File: config.mk
export PLATFORM = sky130hd
export DESIGN_NAME = uart_tnsm_fifo
export DESIGN_NICKNAME = d
export VERILOG_FILES = /design/src/rtl/uart_pkg.sv /design/src/rtl/uart_sync_fifo.sv /design/src/rtl/uart_tnsm_fifo.sv
export SDC_FILE = /design/constraint.sdc
export NUM_CORES = 1
export LEC_CHECK = 0
export CAP_MARGIN = 5
export CORE_MARGIN = 5
export CORE_UTILIZATION = 30
export DETAILED_ROUTE_END_ITERATION = 10
export PLACE_DENSITY = 0.43
export SLEW_MARGIN = 20
export SYNTH_ARGS = -nofsm -noshare
export SYNTH_HDL_FRONTEND = slang
export SYNTH_HIERARCHICAL = 1
export SYNTH_SLANG_ARGS = --single-unit
File: constraint.sdc
create_clock -name clk -period 6.3 [get_ports clk]
set_input_delay 1.89 -clock clk [delete_from_list [all_inputs] [get_ports clk]]
set_output_delay 1.89 -clock clk [all_outputs]
set_load 0.005 [all_outputs]
File: src/rtl/uart_pkg.sv
// Shared definitions for the UART transmitter slice.
//   tnsm_state_t  : transmitter FSM states
//   PARITY_*      : parity_type encodings
//   STOP_*        : stop_type encodings
//   DATA_MIN      : shortest legal data field
//   clamp_len()   : clamp a requested data length into [DATA_MIN, max_len]
package uart_pkg;

  typedef enum logic [2:0] {
    STATE_TNSM_IDLE,
    STATE_TNSM_START,
    STATE_TNSM_DATA,
    STATE_TNSM_PARITY,
    STATE_TNSM_STOP1,
    STATE_TNSM_STOP2,
    STATE_TNSM_BREAK
  } tnsm_state_t;

  localparam logic [1:0] PARITY_NONE = 2'b00;
  localparam logic [1:0] PARITY_ODD  = 2'b01;
  localparam logic [1:0] PARITY_EVEN = 2'b10;
  localparam logic [1:0] PARITY_MARK = 2'b11;

  localparam logic STOP_ONE = 1'b0;
  localparam logic STOP_TWO = 1'b1;

  localparam int DATA_MIN = 5;

  function automatic logic [3:0] clamp_len(input logic [3:0] len, input logic [3:0] max_len);
    if (len < 4'(DATA_MIN)) return 4'(DATA_MIN);
    if (len > max_len) return max_len;
    return len;
  endfunction

endpackage

File: src/rtl/uart_sync_fifo.sv
// Synchronous FIFO with registered status flags.
//   clk, arst : clock, async active-high reset
//   wr_en     : write strobe, accepted only when !full
//   wr_data   : write payload
//   rd_en     : pop strobe, ignored when empty
//   rd_data   : head entry (valid while !empty)
//   full/empty/level : occupancy status
//   overflow  : one-cycle pulse after a write was dropped because full
module uart_sync_fifo #(
  parameter int WIDTH = 9,
  parameter int DEPTH = 8
) (
  input  logic                     clk,
  input  logic                     arst,
  input  logic                     wr_en,
  input  logic [WIDTH-1:0]         wr_data,
  input  logic                     rd_en,
  output logic [WIDTH-1:0]         rd_data,
  output logic                     full,
  output logic                     empty,
  output logic [$clog2(DEPTH):0]   level,
  output logic                     overflow
);

  localparam int AW = $clog2(DEPTH);
  localparam int LW = AW + 1;

  logic [WIDTH-1:0] mem [DEPTH];
  logic [AW-1:0]    wr_ptr, rd_ptr;
  logic [LW-1:0]    level_nxt;
  logic             push, pop;

  assign push    = wr_en && !full;
  assign pop     = rd_en && !empty;
  assign rd_data = mem[rd_ptr];

  always_comb begin
    level_nxt = level;
    if (push && !pop)      level_nxt = level + LW'(1);
    else if (pop && !push) level_nxt = level - LW'(1);
  end

  // Pointers are exactly AW bits wide, so they wrap modulo DEPTH on their own.
  always_ff @(posedge clk or posedge arst) begin
    if (arst) begin
      wr_ptr   <= '0;
      rd_ptr   <= '0;
      level    <= '0;
      full     <= 1'b0;
      empty    <= 1'b1;
      overflow <= 1'b0;
    end else begin
      if (push) wr_ptr <= wr_ptr + AW'(1);
      if (pop)  rd_ptr <= rd_ptr + AW'(1);
      level    <= level_nxt;
      full     <= (level_nxt == LW'(DEPTH));
      empty    <= (level_nxt == '0);
      // Judged on the registered full, so a pop in the same cycle does not save it.
      overflow <= wr_en && full;
    end
  end

  always_ff @(posedge clk) begin
    if (push) mem[wr_ptr] <= wr_data;
  end

endmodule

File: src/rtl/uart_tnsm_fifo.sv
// UART transmitter with built-in TX FIFO and break generator.
//   clk, arst     : clock, async active-high reset
//   active        : enable; dropping it aborts the current frame
//   wr_en/wr_data : FIFO write port
//   data_len, parity_type, stop_type : frame format, captured on each pop
//   break_req     : hold the line low while high
//   tnsm_clk_en   : one pulse per bit period
//   tx            : serial output, idle high
//   busy          : FSM not idle
//   full/empty/level/overflow : FIFO status
//   tx_done       : one-cycle pulse at the end of every frame or break
module uart_tnsm_fifo
  import uart_pkg::*;
#(
  parameter int DATA_MAX   = 9,
  parameter int FIFO_DEPTH = 8,
  parameter int LVL_W      = $clog2(FIFO_DEPTH) + 1
) (
  input  logic                clk,
  input  logic                arst,
  input  logic                active,
  input  logic                wr_en,
  input  logic [DATA_MAX-1:0] wr_data,
  input  logic [3:0]          data_len,
  input  logic [1:0]          parity_type,
  input  logic                stop_type,
  input  logic                break_req,
  input  logic                tnsm_clk_en,
  output logic                tx,
  output logic                busy,
  output logic                full,
  output logic                empty,
  output logic [LVL_W-1:0]    level,
  output logic                overflow,
  output logic                tx_done
);

  localparam logic [3:0] LEN_MAX = 4'(DATA_MAX);

  tnsm_state_t         state;
  logic [DATA_MAX-1:0] shreg, fifo_data;
  logic [3:0]          len, cnt, pop_len;
  logic [1:0]          par_type;
  logic                stop_two, par_bit, pop_par, pop, frame_end, tx_nxt;

  uart_sync_fifo #(.WIDTH(DATA_MAX), .DEPTH(FIFO_DEPTH)) u_fifo (
    .clk      (clk),
    .arst     (arst),
    .wr_en    (wr_en),
    .wr_data  (wr_data),
    .rd_en    (pop),
    .rd_data  (fifo_data),
    .full     (full),
    .empty    (empty),
    .level    (level),
    .overflow (overflow)
  );

  assign busy      = (state != STATE_TNSM_IDLE);
  assign frame_end = (state == STATE_TNSM_STOP1 && stop_two == STOP_ONE) ||
                     (state == STATE_TNSM_STOP2);
  // Break beats queued data both from idle and at a frame boundary.
  assign pop = tnsm_clk_en && active && !empty && !break_req &&
               (state == STATE_TNSM_IDLE || frame_end);

  // Parity is computed once from the head entry at pop time, so the shift
  // register does not need to be replayed.
  always_comb begin
    pop_len = clamp_len(data_len, LEN_MAX);
    pop_par = 1'b0;
    for (int i = 0; i < DATA_MAX; i++)
      if (4'(i) < pop_len) pop_par = pop_par ^ fifo_data[i];
  end

  always_comb begin
    tx_nxt = 1'b1;
    case (state)
      STATE_TNSM_START, STATE_TNSM_BREAK: tx_nxt = 1'b0;
      STATE_TNSM_DATA:                    tx_nxt = shreg[0];
      STATE_TNSM_PARITY:                  tx_nxt = par_bit;
      default:                            tx_nxt = 1'b1;
    endcase
  end

  always_ff @(posedge clk or posedge arst) begin
    if (arst) begin
      state    <= STATE_TNSM_IDLE;
      shreg    <= '0;
      len      <= 4'(DATA_MIN);
      cnt      <= '0;
      par_type <= PARITY_NONE;
      stop_two <= STOP_ONE;
      par_bit  <= 1'b0;
      tx       <= 1'b1;
      tx_done  <= 1'b0;
    end else begin
      tx      <= tx_nxt;
      tx_done <= 1'b0;
      if (pop) begin
        shreg    <= fifo_data;
        len      <= pop_len;
        cnt      <= '0;
        par_type <= parity_type;
        stop_two <= stop_type;
        par_bit  <= (parity_type == PARITY_MARK) ? 1'b1 :
                    (parity_type == PARITY_ODD)  ? ~pop_par : pop_par;
      end
      if (!active) begin
        state <= STATE_TNSM_IDLE;
      end else if (tnsm_clk_en) begin
        case (state)
          STATE_TNSM_IDLE:
            if (break_req) state <= STATE_TNSM_BREAK;
            else if (pop)  state <= STATE_TNSM_START;
          STATE_TNSM_START: state <= STATE_TNSM_DATA;
          STATE_TNSM_DATA: begin
            shreg <= shreg >> 1;
            cnt   <= cnt + 4'd1;
            if (cnt == len - 4'd1)
              state <= (par_type != PARITY_NONE) ? STATE_TNSM_PARITY : STATE_TNSM_STOP1;
          end
          STATE_TNSM_PARITY: state <= STATE_TNSM_STOP1;
          STATE_TNSM_STOP1, STATE_TNSM_STOP2:
            if (frame_end) begin
              tx_done <= 1'b1;
              if (pop)            state <= STATE_TNSM_START;
              else if (break_req) state <= STATE_TNSM_BREAK;
              else                state <= STATE_TNSM_IDLE;
            end else begin
              state <= STATE_TNSM_STOP2;
            end
          STATE_TNSM_BREAK:
            // Leaving break always uses a single stop bit.
            if (!break_req) begin
              stop_two <= STOP_ONE;
              state    <= STATE_TNSM_STOP1;
            end
          default: state <= STATE_TNSM_IDLE;
        endcase
      end
    end
  end

endmodule

Word-level counts from Yosys, hierarchy flattened
Memory sizes are Yosys's and may differ from the RTL's.
Index checks and enable logic that the tools add are counted.
{"block": "totals", "out_inout_bits": 10, "mem_bits_ro": 0, "ff_bits": 39, "ramBits": 72, "mem_count": 1, "word_cells": 132, "latch_bits": 0}
{"block": "op_classes", "n_eq_ne": 14, "mul": 0, "n_div": 0, "magnitude_cmp": 11, "addsub": 6, "mux": 51, "shift": 0, "n_bitwise": 10, "n_reduce_logical": 24}
{"memory": "u_fifo.mem", "words": 8, "width": 9, "rd": 1, "rd_clocked_by_memory_dff": 0, "write_ports": 1, "line": "uart_sync_fifo.sv:28", "text": "logic [WIDTH-1:0] mem [DEPTH];"}
{"operator": "$mux W4", "count": 10}
{"operator": "$mux W9", "count": 4}
{"operator": "$mux W3", "count": 10}
{"operator": "$mux W1", "count": 25}
{"operator": "$pmux W3 S6", "count": 1}
{"operator": "$lt A3 B4 Y1 const A", "count": 4}
{"operator": "$logic_and A1 B1 Y1", "count": 10}
{"operator": "$eq A3 B3 Y1 const B", "count": 3}
{"operator": "$add A4 B1 Y4 const B", "count": 2}
{"operator": "$lt A1 B4 Y1 const A", "count": 2}
{"operator": "$lt A2 B4 Y1 const A", "count": 2}
{"operator": "$sub A4 B1 Y4 const B", "count": 2}
{"operator": "$xor A1 B1 Y1", "count": 8}
{"operator": "$add A3 B1 Y3 const B", "count": 2}
{"operator": "$eq A3 B2 Y1 const B", "count": 2}
{"operator": "$ne A3 B3 Y1 const B", "count": 2}
{"operator": "$logic_not A1 Y1", "count": 5}
{"operator": "$eq A4 B4 Y1", "count": 1}
{"operator": "$eq A4 B4 Y1 const B", "count": 1}
{"operator": "$gt A4 B4 Y1 const B", "count": 1}
{"operator": "$logic_not A4 Y1", "count": 1}
{"operator": "$lt A4 B3 Y1 const B", "count": 1}
{"operator": "$lt A4 B4 Y1 const A", "count": 1}
{"operator": "$ne A4 B3 Y1 const B", "count": 1}
{"operator": "other kinds (12)", "count": 15}

Logic depth before layout (Yosys ltp)
{"block": "logic_depth", "word_depth": 26, "mapped_depth": 11}

Modules after synthesis
The synthesis kept the hierarchy.
{"module": "uart_sync_fifo", "area_each_um2": 3449.6, "instances": 1, "cells_each": 185, "seq_area_each_um2": 2488.6}
{"module": "uart_tnsm_fifo", "area_each_um2": 1510.2, "instances": 1, "cells_each": 155, "seq_area_each_um2": 654.4}

Worst setup path after synthesis
Ideal clock, no wire load.
{"block": "synth_timing", "path_type": "in2reg", "start": "input active", "end": "register u_fifo.full", "path_stages": 9, "setup_slack_ns": 2.564, "n_path_buf": 1, "arrival_time_ns": 3.624, "setup_ns": 0.111, "cell_sequence": "nand2_1 > a21oi_1 > o211ai_2 > inv_2 > buf_2 > nand2b_1 > and3_4 > or3_4 > a2111oi_2"}
{"block": "synth_between", "elab_chain_len": 9}
{"item": "start, declared", "line": "uart_tnsm_fifo.sv:21", "text": "input logic active,"}
{"item": "$logic_and A1 B1 Y1 * (4 in series)", "line": "uart_tnsm_fifo.sv:63", "text": "assign pop = tnsm_clk_en && active && !empty && !break_req &&"}
{"item": "via pop", "line": "uart_tnsm_fifo.sv:44", "text": "logic stop_two, par_bit, pop_par, pop, frame_end, tx_nxt;"}
{"item": "$logic_and A1 B1 Y1 *", "line": "uart_sync_fifo.sv:34", "text": "assign pop = rd_en && !empty;"}
{"item": "$logic_and A1 B1 Y1 or $logic_not A1 Y1 (tied branches)", "line": "uart_sync_fifo.sv:40, uart_sync_fifo.sv:39"}
{"item": "$mux W4 or $logic_and A1 B1 Y1 (tied branches)", "line": "uart_sync_fifo.sv:40, uart_sync_fifo.sv:39"}
{"item": "$mux W4 *", "line": "uart_sync_fifo.sv:39", "text": "if (push && !pop) level_nxt = level + LW'(1);"}
{"item": "$eq A4 B4 Y1 *", "line": "uart_sync_fifo.sv:56", "text": "full <= (level_nxt == LW'(DEPTH));"}
{"item": "end signal, assigned", "line": "uart_sync_fifo.sv:56"}
{"item": "end, declared", "line": "uart_sync_fifo.sv:19", "text": "output logic full,"}
Mark *: on every way through the listed nets, which the timed path passes. The rest lies on a longest branch.
A chain may end at the register's enable or synchronous reset.

Final worst setup path
{"block": "layout_timing", "start": "input tnsm_clk_en", "end": "register u_fifo.empty"}
{"block": "layout_between", "elab_chain_len": 9}
{"item": "start, declared", "line": "uart_tnsm_fifo.sv:28", "text": "input logic tnsm_clk_en,"}
{"item": "$logic_and A1 B1 Y1 * (4 in series)", "line": "uart_tnsm_fifo.sv:63"}
{"item": "$logic_and A1 B1 Y1 *", "line": "uart_sync_fifo.sv:34"}
{"item": "$logic_and A1 B1 Y1 or $logic_not A1 Y1 (tied branches)", "line": "uart_sync_fifo.sv:40, uart_sync_fifo.sv:39"}
{"item": "$mux W4 or $logic_and A1 B1 Y1 (tied branches)", "line": "uart_sync_fifo.sv:40, uart_sync_fifo.sv:39"}
{"item": "$mux W4 *", "line": "uart_sync_fifo.sv:39"}
{"item": "$logic_not A4 Y1 *", "line": "uart_sync_fifo.sv:57", "text": "empty <= (level_nxt == '0);"}
{"item": "end signal, assigned", "line": "uart_sync_fifo.sv:57"}
{"item": "end, declared", "line": "uart_sync_fifo.sv:20", "text": "output logic empty,"}
Mark *: on every way between the ends. The rest lies on a longest branch, timed or not.

==> flow_metrics.env <==
export IMPL_worst_hold_path_num_cells=2
export IMPL_place_inst=580
export IMPL_hold_viol=0
export IMPL_num_rows=47
export IMPL_swShare_pct=32.1
export IMPL_die_width_microns=139
export IMPL_grt_pass1_vias=2934
export IMPL_finalCriticalPeriod_ps=4660
export IMPL_io_pins=32
export IMPL_ys_seq_area_share_pct=63.4
export IMPL_grt_max_degree=27
export IMPL_r2r_start="state[2]$_DFFE_PP0P_"
export IMPL_drive_above_1_share_pct=17.8
export IMPL_nNetsFinal=399
export IMPL_gp_congestion=0.808
export IMPL_yosysWarningCount=6
export IMPL_leakage_nw=2.10
export IMPL_clk_pin_slew_worst_paths_ps=70
export IMPL_combPwrFrac_pct=34.3
export IMPL_slowest_delay_ps=600
export IMPL_clock_skew_ps=9.24
export IMPL_n_antenna_cell=0
export IMPL_fin_cells=596
export IMPL_worst_endpoint_arrival_ps=4910
export IMPL_worst_r2r_cell_count=8
export IMPL_antenna_found_initial=0
export IMPL_fin_util_pct=35.5
export IMPL_cts_sinks=111
export IMPL_grt_pass1_wl_microns=16600
export IMPL_netlist_instances=340
export IMPL_die_y_microns=139
export IMPL_clock_latency_ps=350
export IMPL_power_switching_uw=833
export IMPL_async_flop_share_pct=35.1
export IMPL_postCtsHoldBufs=0
export IMPL_syn_area_sq_um=4960
export IMPL_drt_iter0_drc=188
export IMPL_grt_overflow=0
export IMPL_start_util_pct=30.2
export IMPL_dieArea_sq_um=19200
export IMPL_crit_fanout=18
export IMPL_power_density_nw_per_um2=446
export IMPL_htreeDepth=3
export IMPL_first_pass_iters=6
export IMPL_r2r_setup_slack_ps=3120
export IMPL_slew_headroom_pct=25.1
export IMPL_timing_hold_ws_ps=480
export IMPL_drv_slew=0
export IMPL_max_freq_ghz=0.215
export IMPL_cts_tree="done"
export IMPL_drc=0
export IMPL_cts_setup_buffers=0
export IMPL_synth_flop_cell="edfxtp_1"
export IMPL_final_area_sq_um=5820
export IMPL_drv_cap=0
export IMPL_vias_per_cell=4.78
export IMPL_hold_path_class="reg2reg"
export IMPL_path_class="in2reg"
export IMPL_yosysUniqueCellTypes=55
export IMPL_rsz0062_at_grt="false"
export IMPL_setup_tns_ps=0
export IMPL_seq_power_share_pct=42.3
export IMPL_wl_microns=10200
export IMPL_internal_power_mw=1.76
export IMPL_ant_nets=0
export IMPL_cts_buffers_inserted=9
export IMPL_dp_slack_ps=1260
export IMPL_start_kind="input port"
export IMPL_post_route_period_util_pct=74.0
export IMPL_io_buffers=31
export IMPL_ys_ff_latch=111
export IMPL_num_vias=2848
export IMPL_clk_path_buf_depth=2
export IMPL_root_buffer="clkbuf_16"
export IMPL_avgRoutedWirePerCell_microns=17.2
export IMPL_coreArea_sq_um=16400
export IMPL_outcome="complete, no violations"
export IMPL_tightest_slew_ps=1120
export IMPL_whs_endpoint="par_type[1]$_DFFE_PP0P_"
export IMPL_syn_to_final_growth_pct=17.4
export IMPL_crit_required_ps=6550
export IMPL_syn_nets=368
export IMPL_finalSetupViolations=0
export IMPL_cp_top_family="simple AND/OR/NAND/NOR gates"
export IMPL_syn_avg_cell_area_sq_um=14.6
export IMPL_critPathCaptureType="flip-flop"
export IMPL_crit_reg2reg_capture="u_fifo/empty$_DFF_PP1_"
export IMPL_path_cells="clkdlybuf4s50_1 -> nand2_1 -> a21oi_1 -> o211ai_2 -> inv_2 -> nor2b_1 -> nor3_1 -> or3_1 -> a221oi_1"
export IMPL_hpwlAfterDp_microns=6600
export IMPL_track_usage_pct=11.1
export IMPL_crit_buf_inv=2
export IMPL_placed_cell_area_sq_um=5500
export IMPL_slowest_stage="nor2b_1"
export IMPL_clkPwrFrac_pct=23.4
export IMPL_cts_repair_resized=0
export IMPL_hold_start="par_type[1]$_DFFE_PP0P_"
export IMPL_ir_drop_v=0.000215
export IMPL_synth_edff_count=72
export IMPL_power_mw=2.60
export IMPL_fin_ws_ps=1640
==> cell type report <==
class | instances | area (sq um)
fill | 1562 | 10600
sequential | 111 | 3140
clock inverter | 7 | 96.3
multi-input combinational | 204 | 1710
tap | 220 | 275
timing repair buffer | 34 | 333
clock buffer | 9 | 225
inverter | 11 | 41.3
==> registers in the layout (all words and copies together) (netlist names), 3 cells and up <==
register       cells
u_fifo/mem        72
shreg              9
cnt                4
len                4
u_fifo/level       4
state              3
u_fifo/rd_ptr      3
u_fifo/wr_ptr      3
==> tightest hold or removal path: stages, from the launching register on <==
cell,delay (ps)
dfrtp_1,340
nand2_1,50
nand2_1,60
==> power groups by stage <==
stage | Clock, mW | Combinational, mW | Sequential, mW
5_1_grt | 0.657 | 0.989 | 1.12
2_1_floorplan | 0 | 0.713 | 1.04
6_report | 0.607 | 0.890 | 1.10
3_5_place_dp | 0 | 0.900 | 1.12
3_3_place_gp | 0 | 0.904 | 1.12
4_1_cts | 0.629 | 0.912 | 1.10
==> synthesized netlist by cell type, types with 2 or more instances <==
library cell,n,area [sq um]
dfrtp_1,35,876
o41ai_1,2,17.5
nor2_1,17,63.8
mux2_2,11,124
xor2_1,2,17.5
and2_2,2,15.0
buf_4,2,15.0
o21ai_0,10,50.1
edfxtp_1,72,2160
and3_4,2,22.5
nand2b_1,5,31.3
clkbuf_1,6,22.5
ha_1,6,75.1
nand3_1,4,20.0
o211ai_1,2,15.0
nor4b_1,2,17.5
a22o_1,8,70.1
mux4_2,18,405
a21o_1,8,60.1
a211oi_1,7,52.6
o21a_1,3,22.5
nand3b_1,3,22.5
nand2_1,35,131
xnor3_1,2,45.0
inv_1,10,37.5
xnor2_1,13,114
nor3_1,8,40.0
a21oi_1,9,45.0
dfstp_2,4,105
nor2b_1,3,18.8
buf_2,5,25.0
==> worst max path at each step <==
stage / slack [ps] / endpoint / startpoint / cells past startpoint
after floorplan: 2560 / u_fifo/full$_DFF_PP0_ / active / 9
final: 1640 / u_fifo/empty$_DFF_PP1_ / tnsm_clk_en / 9
after global routing: 1340 / u_fifo/empty$_DFF_PP1_ / tnsm_clk_en / 9
after detailed placement: 1260 / u_fifo/empty$_DFF_PP1_ / tnsm_clk_en / 9
after global placement: 1380 / u_fifo/empty$_DFF_PP1_ / tnsm_clk_en / 9
after CTS: 1630 / u_fifo/empty$_DFF_PP1_ / tnsm_clk_en / 9
==> routing by layer <==
metal  up-vias  track usage (%)  part of all wire [%]  wire, microns
li1       1355                -                     -              -
met1      1445             15.5                    50           5070
met2        44             17.4                    46           4730
met3         4             2.66                   3.1            316
met4         0             3.28                   1.0            106
met5         -                0                     0              0
==> cell families (layout without fill, tap and decap cells) <==
logic type | Yosys count | after routing | synth area share (%)
DFF | 111 | 111 | 63.4
xor gates and xnor gates | 17 | 17 | 3.56
adders and majority gates | 6 | 6 | 1.51
buffers and inverters | 25 | 61 | 2.32
and+or+nand+nor | 88 | 88 | 8.80
muxes | 30 | 30 | 10.9
AOI/OAI and AO/OA | 63 | 63 | 9.56
==> placed cells by master (no fill, tap or decap), types with 4 or more instances in the layout <==
cell type and count:
a22o_1 8, a211oi_1 7, o21ai_0 10, dfstp_2 4, nand2b_1 5, nand2_1 35, nor3_1 8, xnor2_1 13
inv_1 9, nor2_1 15, mux2_2 11, a21o_1 8, nand3_1 4, a21oi_1 9, edfxtp_1 72, ha_1 6
dfrtp_1 35, mux4_2 18, clkdlybuf4s50_1 31, clkbuf_16 9
No activity file was read; power rests on OpenSTA's default activity.
